## src/rtl/proc_multicycle.sv

```systemverilog
// rtl/proc_multicycle.sv - multi-cycle core (FETCH/DECODE/EXEC/MEM/WB) with req/ack memory ports
// Optional WB trace outputs (trc_we/trc_rd/trc_data) enabled by defining PROC_WB_TRACE_EN.
module proc_multicycle #(
  parameter int DATA_W = 32,
  parameter int ADDR_W = 16,
  parameter int NREG   = 16
) (
  input  logic              CLK,
  input  logic              RESET,
  output logic              imem_req,
  output logic [ADDR_W-1:0] imem_addr,
  input  logic              imem_ack,
  input  logic [31:0]       imem_rdata,
  output logic              dmem_req,
  output logic              dmem_we,
  output logic [ADDR_W-1:0] dmem_addr,
  output logic [DATA_W-1:0] dmem_wdata,
  input  logic              dmem_ack,
  input  logic [DATA_W-1:0] dmem_rdata,
  output logic              retire,
  output logic              halted,
`ifdef PROC_WB_TRACE_EN
  output logic              illegal,
  output logic              trc_we,
  output logic [3:0]        trc_rd,
  output logic [DATA_W-1:0] trc_data
`else
  output logic              illegal
`endif
);
  localparam int SHW = $clog2(DATA_W);
  localparam logic [4:0] OP_AR   = 5'b00000;
  localparam logic [4:0] OP_T    = 5'b00001;
  localparam logic [4:0] OP_LD   = 5'b00010;
  localparam logic [4:0] OP_ST   = 5'b00011;
  localparam logic [4:0] OP_BZ   = 5'b00100;
  localparam logic [4:0] OP_HALT = 5'b11111;

  typedef enum logic [2:0] {S_FETCH, S_DECODE, S_EXEC, S_MEM, S_WB, S_HALT} state_t;

  state_t                   r_state;
  logic [ADDR_W-1:0]        r_pc;
  logic [ADDR_W-1:0]        r_addr;
  logic [31:0]              r_instr;
  logic [DATA_W-1:0]        r_regs [NREG];
  logic [DATA_W-1:0]        r_a;
  logic [DATA_W-1:0]        r_b;
  logic [DATA_W-1:0]        r_res;
  logic                     r_halted;
  logic                     r_illegal;

  logic [4:0]               w_op;
  logic [3:0]               w_func;
  logic [3:0]               w_rd;
  logic signed [DATA_W-1:0] w_imm19;
  logic signed [DATA_W-1:0] w_imm15;
  logic [DATA_W-1:0]        w_alu;
  logic                     w_legal;
  logic [ADDR_W-1:0]        w_pc_inc;

  assign w_op     = r_instr[31:27];
  assign w_func   = r_instr[26:23];
  assign w_imm19  = DATA_W'($signed(r_instr[18:0]));
  assign w_imm15  = DATA_W'($signed(r_instr[14:0]));
  assign w_pc_inc = r_pc + ADDR_W'(1);

  always_comb begin
    w_legal = 1'b0;
    w_rd    = r_instr[18:15];
    case (w_op)
      OP_AR: begin
        w_legal = ~w_func[3];
        w_rd    = r_instr[14:11];
      end
      OP_T: begin
        w_legal = 1'b1;
        w_rd    = r_instr[22:19];
      end
      OP_LD, OP_ST, OP_BZ, OP_HALT: w_legal = 1'b1;
      default: w_legal = 1'b0;
    endcase
  end

  // Shift amount uses only the low SHW bits of rs2.
  always_comb begin
    w_alu = '0;
    case (w_func[2:0])
      3'd0: w_alu = r_a + r_b;
      3'd1: w_alu = r_a - r_b;
      3'd2: w_alu = r_a & r_b;
      3'd3: w_alu = r_a | r_b;
      3'd4: w_alu = r_a ^ r_b;
      3'd5: w_alu = r_a << r_b[SHW-1:0];
      3'd6: w_alu = r_a >> r_b[SHW-1:0];
      default: w_alu = {{(DATA_W-1){1'b0}}, ($signed(r_a) < $signed(r_b))};
    endcase
  end

  always_ff @(posedge CLK) begin
    if (!RESET) begin
      r_state   <= S_FETCH;
      r_pc      <= '0;
      r_addr    <= '0;
      r_instr   <= '0;
      r_a       <= '0;
      r_b       <= '0;
      r_res     <= '0;
      r_halted  <= 1'b0;
      r_illegal <= 1'b0;
      for (int i = 0; i < NREG; i++) r_regs[i] <= '0;
    end else begin
      case (r_state)
        S_FETCH: begin
          if (imem_ack) begin
            r_instr <= imem_rdata;
            r_state <= S_DECODE;
          end
        end
        S_DECODE: begin
          r_a <= r_regs[r_instr[22:19]];
          r_b <= r_regs[r_instr[18:15]];
          if (!w_legal) begin
            r_illegal <= 1'b1;
            r_halted  <= 1'b1;
            r_state   <= S_HALT;
          end else begin
            r_state <= S_EXEC;
          end
        end
        S_EXEC: begin
          case (w_op)
            OP_HALT: begin
              r_halted <= 1'b1;
              r_state  <= S_HALT;
            end
            OP_BZ: begin
              r_pc    <= (r_a == '0) ? w_pc_inc + ADDR_W'(w_imm19) : w_pc_inc;
              r_state <= S_FETCH;
            end
            OP_LD, OP_ST: begin
              r_addr  <= ADDR_W'(r_a + w_imm15);
              r_state <= S_MEM;
            end
            OP_T: begin
              r_res   <= w_imm19;
              r_state <= S_WB;
            end
            default: begin
              r_res   <= w_alu;
              r_state <= S_WB;
            end
          endcase
        end
        S_MEM: begin
          if (dmem_ack) begin
            if (w_op == OP_LD) begin
              r_res   <= dmem_rdata;
              r_state <= S_WB;
            end else begin
              r_pc    <= w_pc_inc;
              r_state <= S_FETCH;
            end
          end
        end
        S_WB: begin
          // r0 is never written, so it keeps its reset value of zero.
          if (w_rd != 4'd0) r_regs[w_rd] <= r_res;
          r_pc    <= w_pc_inc;
          r_state <= S_FETCH;
        end
        default: r_state <= S_HALT;
      endcase
    end
  end

  assign imem_req   = (r_state == S_FETCH);
  assign imem_addr  = r_pc;
  assign dmem_req   = (r_state == S_MEM);
  assign dmem_we    = (w_op == OP_ST);
  assign dmem_addr  = r_addr;
  assign dmem_wdata = r_b;
  assign retire     = (r_state == S_WB) ||
                      ((r_state == S_EXEC) && (w_op == OP_BZ)) ||
                      ((r_state == S_MEM) && dmem_ack && (w_op == OP_ST));
  assign halted     = r_halted;
  assign illegal    = r_illegal;

`ifdef PROC_WB_TRACE_EN
  assign trc_we   = (r_state == S_WB);
  assign trc_rd   = w_rd;
  assign trc_data = r_res;
`endif

endmodule

```

## config.mk

```make
export PLATFORM = sky130hd
export DESIGN_NAME = proc_multicycle
export DESIGN_NICKNAME = d
export VERILOG_FILES = /design/src/rtl/proc_multicycle.sv
export SDC_FILE = /design/constraint.sdc
export NUM_CORES = 2
export LEC_CHECK = 0
export ABC_AREA = 1
export BUFFER_PORTS_ARGS = -buffer_cell sky130_fd_sc_hd__clkbuf_2
export CORE_ASPECT_RATIO = 1.25
export CORE_MARGIN = 1
export CORE_UTILIZATION = 24
export DETAILED_ROUTE_END_ITERATION = 8
export MAX_ROUTING_LAYER = met4
export PLACE_DENSITY = 0.36
export SYNTH_ARGS = -nofsm -noshare
export SYNTH_HDL_FRONTEND = slang
export SYNTH_SLANG_ARGS = --single-unit
```

## constraint.sdc

```tcl
create_clock -name CLK -period 5.89 [get_ports CLK]
set_input_delay 0.2945 -clock CLK [delete_from_list [all_inputs] [get_ports CLK]]
set_output_delay 0.2945 -clock CLK [all_outputs]
set_load 0.02 [all_outputs]
```

# ---- After elaboration in Yosys (flattened, before gate mapping)
# Memory sizes are Yosys's and may differ from the RTL's. A register that Yosys moved wholly into a read port is not among the register bits.
# Index checks and enable logic that the tools add are counted.
# W data, S select, Z words.
dict set report word_totals {
  n_memories 1
  register_bits 101
  latchBits 0
  in_bits 68
  ramBits 512
  rom_bits 0
}
# name words word_bits rd rd_clocked_by_memory_dff write_ports line
set mem_list {}
lappend mem_list {r_regs 16 32 2 2 16 45} ;# logic [DATA_W-1:0] r_regs [NREG];
dict set report op_classes {
  n_lt_le_gt_ge 1
  shift 2
  n_reduce_logical 26
  mul 0
  muxes 29
  add_sub_neg 5
  n_eq_ne 23
  div_mod_pow 0
  bitwise 5
}
# operator n
set ops {}
lappend ops {{$pmux W32 S7} 1}
lappend ops {{$pmux W32 S2} 2}
lappend ops {{$mux W32} 3}
lappend ops {{$mux W16} 4}
lappend ops {{$pmux W16 S3} 1}
lappend ops {{$add A16 B16 Y16} 2}
lappend ops {{$add A32 B32 Y32} 1}
lappend ops {{$and A32 B32 Y32} 1}
lappend ops {{$logic_not A32 Y1} 1}
lappend ops {{$lt A32 B32 Y1} 1}
lappend ops {{$or A32 B32 Y32} 1}
lappend ops {{$reduce_or A32 Y1} 1}
lappend ops {{$shl A32 B5 Y32} 1}
lappend ops {{$shr A32 B5 Y32} 1}
lappend ops {{$sub A32 B32 Y32} 1}
lappend ops {{$xor A32 B32 Y32} 1}
lappend ops {{$add A16 B1 Y16 const B} 1}
lappend ops {{$pmux W3 S5} 1}
lappend ops {{$eq A3 B2 Y1 const B} 4}
lappend ops {{$eq A3 B3 Y1 const B} 4}
lappend ops {{$mux W3} 4}
lappend ops {{$eq A5 B2 Y1 const B} 2}
lappend ops {{$ne A2 B1 Y1 const B} 5}
lappend ops {{$pmux W3 S3} 1}
lappend ops {{other kinds (24)} 46}

# ---- Logic depth before layout (Yosys ltp)
dict set report depth {
  ltp_word 9
  ltp_mapped 23
  mapped_depth_nobuf 23
}

# ---- Worst setup path after synthesis
# Ideal clock, no wire load.
dict set report synth_path {
  kind {register to register}
  startpoint {register r_b[3], in the netlist dmem_wdata[3] (read register of r_regs)}
  endpoint {register r_res[30]}
  stages_incl_launch_ff 22
  t_arrival_ns 2.845
  path_slack_ns 2.853
  t_required_ns 5.697
  n_path_buf 4
  path_cell_list {dfxtp_1 > clkbuf_1 > inv_1 > clkbuf_1 > clkbuf_1 > ha_1 > clkbuf_1 > inv_1 > nand2_1 > nand2_1 > nand2_1 > nand3_1 > nand2_1 > nand3_1 > nand2_1 > nand3_1 > nand3_1 > nand3_1 > nand2_1 > nand2_1 > nand2_1 > a21oi_1}
}
dict set report synth_via {
  elab_chain_len 4
  word_cells_on_any_way 7
  classes_between {2 x add/sub; 2 x shift; 3 x mux}
}
# element line
set synth_rtl {}
lappend synth_rtl {{start, declared} 47} ;# logic [DATA_W-1:0] r_b;
lappend synth_rtl {{$sub A32 B32 Y32 (tied with other cells)} 89} ;# 3'd1: w_alu = r_a - r_b;
lappend synth_rtl {{$pmux W32 S7 (*)} 87} ;# case (w_func[2:0])
lappend synth_rtl {{$pmux W32 S2 (*)} 131} ;# case (w_op)
lappend synth_rtl {{$pmux W32 S2 (*)} 112} ;# case (r_state)
lappend synth_rtl {{end signal, assigned} 145} ;# r_res <= w_imm19;
lappend synth_rtl {{end signal, assigned} 149} ;# r_res <= w_alu;
lappend synth_rtl {{end signal, assigned} 157} ;# r_res <= dmem_rdata;
lappend synth_rtl {{end, declared} 48} ;# logic [DATA_W-1:0] r_res;
# Mark *: on every way between the ends. The rest lies on a longest branch, timed or not.
# A chain may end at the register's enable or synchronous reset.

==> metrics.yaml <==
status:
  status: "finished clean"
grt:
  grt_pass1_vias: 43200
  track_usage_pct: 25.4
  grt_pass1_wl_um: 335000
  grt_max_degree: 134
  antenna_found_initial: 17
  grt_overflow_total: 0
pwr:
  peakVddDrop_uv: 233
  p_int_mw: 12.3
  power.density_nw_per_um2: 523
  share_seq_of_total_power_pct: 23.9
  p_sw_mw: 14.6
  clkPwrFrac_pct: 20.0
  cellLeakagePower_nw: 20.6
  comb_power_share_pct: 56.1
  p_sw_share_pct: 54.2
yosys:
  ys_top_cells_by_area: "edfxtp_1 (34%), o21ai_0 (9.5%), nand2_1 (8.7%)"
  ys_types: 45
  synth-edff-count: 512
  syn_avg_cell_area_sq_um: 7.22
  synth_ff_type: "edfxtp_1"
  ys_async_sr_fraction_pct: 0
  syn_area_sq_um: 45200
  synth_cells: 6259
  ys_seq_elements: 677
  synth_top_cell_area_share_pct: 34.0
  synth_seq_area_share_pct: 41.3
  ys.warnings.count: 0
  yosys.area.top_type: "edfxtp_1"
sta:
  finClkSkew_ps: 41.3
  slew_headroom_pct: 4.91
  tightest_slew_ps: 1410
  fin_crit_ps: 4010
  fin_crit_sh_pct: 68.1
  holdWs_ps: 59.0
  maxSlewViolCount: 0
  max_freq_ghz: 0.249
  rsz0062_at_grt: "no"
  final_hold_viol_count: 0
  setup_viol: 0
  setup_tns_ps: 0
cells_and_area:
  area_growth_pct: 13.8
  final_layout_size_suffix_gt1_share_pct: 7.07
  fin_nets: 6436
  fillerInstances: 20600
critical_path:
  critPathMaxFanout: 33
  path_class: "reg2reg"
  end_kind: "register"
  critical-path-max-stage-delay_ps: 640
  worstPathArrival_ps: 4460
  crit_chain: "inv_2, o22ai_1, a21oi_1, nand2_1, nor2_1, nor2_1, nand2_1, nor3_2, nand2_2, buf_4, nand2_2, buf_4"
  crit_slowest_cell: "nand2_2"
  cp.required_ps: 6340
  start_kind: "register"
detailed_routing:
  first_pass_iters: 6
  vias_per_cell: 5.10
  num_vias: 45000
  dr.first_iter.drc_count: 4026
  drc_errors: 0
  wl_per_cell_um: 27.4
  wl_um: 241000
  final_antenna_net_count: 0
min_path:
  hp-class: "in2reg"
place:
  port_buffers: 137
  place_congestion: 0.979
  post-dp-hpwl_um: 171000
floorplanning:
  die_w_um: 390
  die_h_um: 487
  die-area_sq_um: 190000
  initial_core_util_pct: 24.2
  ios: 138
  num_rows: 177
  core-area_sq_um: 187000
clocking:
  cts_tree: "built"
  htree_levels: 3
  clock_sinks: 677
  post_cts_buffers: 0
  cts_root_buffer: "clkbuf_16"
  clkTransAtPathRegs_ps: 70
  cts_max_path_buffers: 3
  numCtsBuffers: 84
  clock_latency_ps: 730
job:
  drv_cap: 0
## worst paths after layout
kind	to	cells past startpoint	start	slack [ps]
min	r_instr[27]$_SDFFE_PN0P_	3	imem_ack	60
max reg2reg	r_regs[15][31]$_SDFFCE_PN0P_	12	r_instr[21]$_SDFFE_PN0P_	1880
min reg2reg	r_res[22]$_SDFFE_PN0P_	2	r_res[22]$_SDFFE_PN0P_	470
max	r_regs[15][31]$_SDFFCE_PN0P_	12	r_instr[21]$_SDFFE_PN0P_	1880
## layout by cell type (no fill, tap or decap), drive strengths merged, types with 38 or more instances in the layout
cell         count
buf            118
inv            740
clkbuf         248
dlygate4sd3     38
nand3          443
nand2         1053
a21oi          507
nor3            39
ha             137
o21ai          857
o32ai           62
a211oi         183
dfxtp          165
edfxtp         512
nor2           901
## cell families after synthesis
kind of cell,after synthesis,share of synthesized area [%]
and+or+nand+nor,2515,22.7
AOI/OAI and AO/OA,1720,21.1
buffers and inverters,1178,10.3
DFF,677,41.3
adders and majority gates,141,3.97
xor gates and xnor gates,26,0.504
other,1,0.00829
muxes,1,0.0221
## state kept, by name, indices dropped and copies added, names as in the netlist
name and count:
r_a 32, r_state 3, illegal 1, imem_addr 16, r_instr 32, dmem_addr 16, halted 1, dmem_wdata 32
r_res 32, r_regs 512
## cell type report
type	instances	area, sq um	share of cell area, %
multi-input cells	4435	22100	42.9
flip-flops and latches	677	18700	36.4
well taps	2506	3140	6.10
inverters	737	2790	5.43
clock buffers	112	2280	4.43
repair buffers	292	2010	3.91
clock inverters	41	420	0.817
diodes	10	25.0	0.0486
## critical path: cells and delay by family, from the launching register on
family | cells | cell delay [ps]
flops | 1 | 440
compound gates | 2 | 530
buf+inv | 3 | 1420
simple gates | 7 | 1280
## timing repair
action / in CTS / in global routing
hold buffers: 38 / 0
resized for setup: 0 / 0
endpoints found under the hold margin: 33 / 0
## per-stage QoR
step | worst slack, ps | util, % | total power, mW | std cells | area (sq um)
finish | 1880 | 27.6 | 26.9 | 8810 | 51400
CTS | 1850 | 27.5 | 26.9 | 8800 | 51400
detailed placement | 1880 | 25.9 | 21.4 | 8609 | 48300
global placement | 1840 | 25.9 | 21.4 | 8609 | 48300
floorplan | 2850 | - | 14.7 | 6290 | 45300
global route | 1610 | 27.5 | 28.3 | 8805 | 51400
## power groups by stage
| stage | logic, mW | registers (mW) | clock network [mW] |
|---|---|---|---|
| CTS | 14.9 | 6.42 | 5.51 |
| finish | 15.1 | 6.43 | 5.37 |
| global placement | 14.9 | 6.51 | 0 |
| global route | 16.2 | 6.46 | 5.66 |
| floorplan | 8.57 | 6.17 | 0 |
| detailed placement | 14.9 | 6.52 | 0 |
## cells in the mapped netlist (12+ instances only)
cell,n
nor4_1,14
buf_1,26
nand2_1,1053
o21ai_0,855
o22ai_1,27
o32ai_1,62
o221ai_1,12
ha_1,137
o211ai_1,35
buf_2,22
nand4_1,35
nor3_1,34
a21oi_1,507
buf_4,12
nor2_1,901
edfxtp_1,512
xor2_1,20
nand3_1,443
clkbuf_1,357
a211oi_1,183
and2_1,17
buf_6,24
inv_1,726
dfxtp_1,165
## metal layers
layer	share of wire (%)	track usage, %
met2	49	42.2
met4	4.3	10.7
met1	43	31.3
met5	0	-
met3	4.5	2.56
No activity file was read; power rests on OpenSTA's default activity.
